## src/rtl/bcd_to_binary_converter.sv

```systemverilog
// -----------------------------------------------------------------------------
// bcd_to_binary_converter
//
// Converts a three-digit BCD number (hundreds/tens/ones) into a 9-bit binary
// value using a small sequential multiply-accumulate: acc = acc*10 + digit,
// one digit per cycle, most significant digit first.
//
// The digits are captured when a conversion starts and then checked for
// validity. A digit above 9 short-circuits straight to the result with the
// invalid flag set. Results above 511 raise overflow. Depending on
// SAT_ON_OVF, the reported value then either saturates at 511 or carries the
// low 9 bits of the decimal result.
//
// Parameters
//   SAT_ON_OVF  1: value saturates to 511 on overflow
//               0: value carries the low 9 bits of the decimal result
//
// Ports
//   clk       in   1  system clock, all state updates on the rising edge
//   reset     in   1  synchronous active-high reset
//   start     in   1  conversion request, only looked at while idle
//   bcd0      in   4  ones digit
//   bcd1      in   4  tens digit
//   bcd2      in   4  hundreds digit
//   busy      out  1  conversion in progress (CHECK / ACC2 / ACC1 / ACC0)
//   done      out  1  one-cycle pulse, result outputs are valid
//   value     out  9  binary result, held until the next done
//   overflow  out  1  decimal result exceeded 511, held with value
//   invalid   out  1  a captured digit was above 9, held with value
// -----------------------------------------------------------------------------
module bcd_to_binary_converter #(
    parameter int SAT_ON_OVF = 1
) (
    input  logic       clk,
    input  logic       reset,
    input  logic       start,
    input  logic [3:0] bcd0,
    input  logic [3:0] bcd1,
    input  logic [3:0] bcd2,
    output logic       busy,
    output logic       done,
    output logic [8:0] value,
    output logic       overflow,
    output logic       invalid
);

    typedef enum logic [2:0] {
        IDLE  = 3'd0,
        CHECK = 3'd1,
        ACC2  = 3'd2,
        ACC1  = 3'd3,
        ACC0  = 3'd4,
        DONE  = 3'd5
    } state_t;

    localparam logic [9:0] MAX_VALUE = 10'd511;

    state_t     state;
    logic [3:0] dig2;
    logic [3:0] dig1;
    logic [3:0] dig0;
    logic [9:0] acc;

    // Datapath helpers, evaluated every cycle from the current state.
    logic [3:0] digit;        // digit consumed by the current ACC state
    logic [9:0] acc_next;     // acc*10 + digit
    logic       digit_bad;    // any captured digit is not a decimal digit
    logic       ovf_next;     // final result exceeds the 9-bit range
    logic [8:0] value_next;   // reported value for a valid conversion

    // NOTE: every signal written here gets a default first so that no path
    // leaves it unassigned; otherwise synthesis would infer a latch.
    always_comb begin
        digit = 4'd0;
        case (state)
            ACC2:    digit = dig2;
            ACC1:    digit = dig1;
            ACC0:    digit = dig0;
            default: digit = 4'd0;
        endcase

        // Ten-bit arithmetic is enough: acc never exceeds 99 when it is
        // multiplied, so the largest result is 99*10 + 9 = 999.
        acc_next  = (acc * 10'd10) + {6'd0, digit};

        digit_bad = (dig2 > 4'd9) || (dig1 > 4'd9) || (dig0 > 4'd9);

        ovf_next  = (acc_next > MAX_VALUE);
        if ((SAT_ON_OVF != 0) && ovf_next) begin
            value_next = 9'd511;
        end else begin
            value_next = acc_next[8:0];
        end
    end

    // Single sequential block: state, datapath registers and the registered
    // outputs all move together.
    // NOTE: sequential state uses non-blocking assignments only, so every
    // register samples the pre-edge values of the others regardless of the
    // order of the statements below.
    always_ff @(posedge clk) begin
        if (reset) begin
            // NOTE: the captured digits and acc are cleared as well, even
            // though they are overwritten before use, so that the whole block
            // is in a known state straight after reset.
            state    <= IDLE;
            dig2     <= 4'd0;
            dig1     <= 4'd0;
            dig0     <= 4'd0;
            acc      <= 10'd0;
            busy     <= 1'b0;
            done     <= 1'b0;
            value    <= 9'd0;
            overflow <= 1'b0;
            invalid  <= 1'b0;
        end else begin
            case (state)
                IDLE: begin
                    done <= 1'b0;
                    if (start) begin
                        // Capture the digits now; the inputs are free to
                        // change for the rest of the conversion.
                        dig2  <= bcd2;
                        dig1  <= bcd1;
                        dig0  <= bcd0;
                        acc   <= 10'd0;
                        busy  <= 1'b1;
                        state <= CHECK;
                    end
                end

                CHECK: begin
                    if (digit_bad) begin
                        // Skip the accumulation and report a zero result.
                        busy     <= 1'b0;
                        done     <= 1'b1;
                        value    <= 9'd0;
                        overflow <= 1'b0;
                        invalid  <= 1'b1;
                        state    <= DONE;
                    end else begin
                        state <= ACC2;
                    end
                end

                ACC2: begin
                    acc   <= acc_next;
                    state <= ACC1;
                end

                ACC1: begin
                    acc   <= acc_next;
                    state <= ACC0;
                end

                ACC0: begin
                    // The result outputs only ever change on the edge that
                    // enters DONE, here or in CHECK.
                    acc      <= acc_next;
                    busy     <= 1'b0;
                    done     <= 1'b1;
                    value    <= value_next;
                    overflow <= ovf_next;
                    invalid  <= 1'b0;
                    state    <= DONE;
                end

                DONE: begin
                    // start is not looked at here, so a request that arrives
                    // while a conversion is in flight is simply dropped.
                    done  <= 1'b0;
                    state <= IDLE;
                end

                default: begin
                    busy  <= 1'b0;
                    done  <= 1'b0;
                    state <= IDLE;
                end
            endcase
        end
    end

endmodule
```

## config.mk

```make
export PLATFORM = sky130hd
export DESIGN_NAME = bcd_to_binary_converter
export DESIGN_NICKNAME = d
export VERILOG_FILES = /design/src/rtl/bcd_to_binary_converter.sv
export SDC_FILE = /design/constraint.sdc
export NUM_CORES = 1
export LEC_CHECK = 0
export ABC_AREA = 1
export CAP_MARGIN = 5
export CORE_UTILIZATION = 55
export DETAILED_ROUTE_END_ITERATION = 8
export DONT_BUFFER_PORTS = 1
export HOLD_SLACK_MARGIN = 0.06
export PLACE_DENSITY_LB_ADDON = 0.08
export SKIP_LAST_GASP = 1
export SLEW_MARGIN = 20
export SYNTH_ARGS = -nofsm -noshare
export SYNTH_HDL_FRONTEND = slang
export SYNTH_SLANG_ARGS = --single-unit
```

## constraint.sdc

```tcl
create_clock -name clk -period 6.72 [get_ports clk]
set_clock_uncertainty 0.05 [all_clocks]
set_input_delay 1.008 -clock clk [delete_from_list [all_inputs] [get_ports clk]]
set_output_delay 1.008 -clock clk [all_outputs]
set_load 0.01 [all_outputs]
```

==> impl_metrics.tcl <==
set metrics [dict create \
    outcome "complete, no violations" \
    grt_pass1_wl_mm 7.327 \
    ctsHoldBuffers 0 \
    vias_per_cell 5.307 \
    path_cells "nor2_1 > inv_1 > nor2_4 > inv_2 > o221ai_1 > ha_1 > inv_1 > fa_1 > o21ai_2 > nand2_2 > nor2_2 > nand3_2 > nand2_2 > nand2_2 > nor2_4 > nor2_1 > nor2_1" \
    ys_ff_latch 37 \
    cp_slowest_cell "fa_1" \
    worstHoldPathType "flip-flop to flip-flop" \
    cp.arrival_ns 3.05 \
    r2r_start "state[0]$_SDFFE_PP0N_" \
    initial_core_util 0.5776 \
    vias 1900 \
    synthCells 309 \
    ys.warnings.count 0 \
    drt_iter0_drc 132 \
    layout-drive-gt1-share 0.07097 \
    netlist_area_mm2 0.002115 \
    grt_overflow 0 \
    nNetsFinal 340 \
    cts.clk_slew.worst_paths_ns 0.07 \
    end_kind "flip-flop" \
    die-area_mm2 0.004097 \
    grt_pass1_vias 1697 \
    sw_frac_of_total 0.3156 \
    p_switching_uw 184.1 \
    gp_congestion 0.8737 \
    syn_to_final_growth_pct 6.982 \
    slowest_delay_ns 0.41 \
    reg2reg_slack_ns 3.85 \
    syn_nets 340 \
    power_frac_comb 0.219 \
    syn_area_per_cell_um2 6.843 \
    reg2regPathDepth 17 \
    p_per_area_mw_per_mm2 257.8 \
    rsz0062_at_grt "no" \
    hp-start "dig1[0]$_SDFFE_PP0P_" \
    place_ws_ns 3.849 \
    drc 0 \
    required_ns 6.90 \
    grt_max_degree 31 \
    grt_use_total 0.2322 \
    die_y_um 64.01 \
    avgRoutedWirePerCell_um 12.28 \
    critPathLaunchType "flip-flop" \
    layout_min_cycle_time_ns 2.868 \
    leakage_uw 0.001050 \
    core_mm2 0.003661 \
    min_to "dig1[0]$_SDFFE_PP0P_" \
    grt_antenna_before_repair 0 \
    fin_ws_ns 3.852 \
    hpwlAfterDp_mm 3.419 \
    top_level_ports 28 \
    synth_seq_area_share 0.3503 \
    rows 22 \
    period_share 0.4268 \
    whs_path_depth 2 \
    numCtsBuffers 5 \
    root_buffer "clkbuf_8" \
    post_cts_resize_count 0 \
    setup_viol 0 \
    reg2reg_to "value[8]$_SDFFE_PP0P_" \
    ant_nets 0 \
    die_x_um 64.01 \
    mostFrequentLayoutCells "78 x nand2_1, 44 x inv_1, 37 x dfxtp_1" \
    slew_viol_final 0 \
    tns_ns 0 \
    clkPwrFrac 0.339 \
    port_buffers 0 \
    routed_wl_mm 4.398 \
    final_common_cell "nand2_1" \
    cts.sinks 37 \
    layoutNonFillerInstCount 358 \
    dp.cells 350 \
    fmax_ghz 0.3487 \
    fin_util 0.6179 \
    max-cap-violations 0 \
    max_slew_margin 0.5885 \
    fill_cells 354 \
    critPathKind "flip-flop to flip-flop" \
    drt_first_pass_iters 4 \
    diodes 0 \
    seq_area_um2 740.7 \
    worst_pin_slew_ns 0.6173 \
    irDropWorstVdd_uv 204.9 \
    ys_types 30 \
    multiInputGateArea_mm2 0.001172 \
    power_frac_seq 0.443 \
    cts_tree "yes" \
    cts_buffer_depth 2 \
    hold_viol 0 \
    p_int_uw 399.2 \
    cts_setup_buffers 0 \
    crit_fanout 10 \
    cts_max_level 2 \
    clock_latency_ns 0.29 \
]
==> power by group through the flow <==
stage | Clock, uW | Sequential [uW] | Combinational (uW)
finish | 197 | 258 | 128
CTS | 201 | 258 | 128
global route | 208 | 261 | 143
detailed placement | 0 | 263 | 128
floorplan | 0 | 260 | 105
global placement | 0 | 263 | 127
==> cells in the mapped netlist <==
library cell  instances  area share
a21oi_1              32       0.076
a21oi_2               1      0.0041
a21oi_4               1      0.0077
a221oi_1              1      0.0041
buf_1                 1      0.0018
buf_2                 2      0.0047
clkbuf_1              4      0.0071
dfxtp_1              37        0.35
fa_1                  2       0.019
ha_1                 14       0.083
inv_1                44       0.078
inv_2                 2      0.0036
nand2_1              78        0.14
nand2_2               4       0.012
nand3_1              27       0.064
nand3_2               1      0.0047
nand4_1               3      0.0089
nor2_1               26       0.046
nor2_2                2      0.0059
nor2_4                2       0.011
nor3_1                1      0.0024
o21ai_0              15       0.036
o21ai_1               1      0.0024
o21ai_2               1      0.0041
o21bai_1              1      0.0036
o221ai_1              2      0.0083
o22ai_1               1      0.0030
or2_2                 1      0.0030
xnor2_1               1      0.0041
xor2_1                1      0.0041
==> flip-flops by register name (all words and copies together) (netlist names) <==
| signal | flops |
|---|---|
| acc | 9 |
| value | 9 |
| dig0 | 4 |
| dig1 | 4 |
| dig2 | 4 |
| state | 3 |
| busy | 1 |
| done | 1 |
| invalid | 1 |
| overflow | 1 |
==> per-stage QoR <==
stage | hold slack, ns | area (um2) | total power [uW]
floorplan | 0.3899 | 2115 | 364.8
global placement | 0.4038 | 2146 | 389.6
detailed placement | 0.4079 | 2146 | 390.6
CTS | 0.4173 | 2262 | 586.5
global route | 0.4379 | 2262 | 612.8
finish | 0.4150 | 2262 | 583.3
==> worst max-delay path: cells and delay by family, from the launching register on <==
kind                       cells  cell delay (ns)
and+or+nand+nor               10             1.14
AOI/OAI and AO/OA              2             0.39
buffers and inverters          3             0.27
DFF                            1             0.34
adders and majority gates      2             0.60
==> per-layer routing <==
layer  wire, um  GRT usage  up-vias
li1           -          -      995
met1       1947     0.2689      861
met2       2213     0.4149       33
met3        143    0.04464       11
met4         93    0.09375        0
met5          0          0        -
==> worst max-delay path by stage <==
| stage | slack (ns) | endpoint | from | cells past startpoint |
|---|---|---|---|---|
| after CTS | 3.83 | value[8]$_SDFFE_PP0P_ | state[0]$_SDFFE_PP0N_ | 17 |
| after global placement | 3.92 | value[1]$_SDFFE_PP0P_ | state[1]$_SDFFE_PP0N_ | 18 |
| after detailed placement | 3.85 | value[8]$_SDFFE_PP0P_ | state[0]$_SDFFE_PP0N_ | 17 |
| after global routing | 3.45 | value[7]$_SDFFE_PP0P_ | state[1]$_SDFFE_PP0N_ | 18 |
| final | 3.85 | value[8]$_SDFFE_PP0P_ | state[0]$_SDFFE_PP0N_ | 17 |
| after floorplan | 4.11 | value[0]$_SDFFE_PP0P_ | state[0]$_SDFFE_PP0N_ | 16 |
==> final cells by class <==
type,count,share of cell area
well taps,48,0.02655
multi-input cells,219,0.5183
clock inverters,1,0.01327
clock buffers,7,0.03816
inverters,46,0.07633
flip-flops and latches,37,0.3274
==> cell families after synthesis <==
| group | after synthesis | share of synthesized area |
|---|---|---|
| buf+inv | 53 | 0.09526 |
| xor+xnor | 2 | 0.008286 |
| compound gates | 56 | 0.1485 |
| flops | 37 | 0.3503 |
| simple gates | 145 | 0.2959 |
| fa+ha+maj | 16 | 0.1018 |
(Power assumes the default switching activity.)
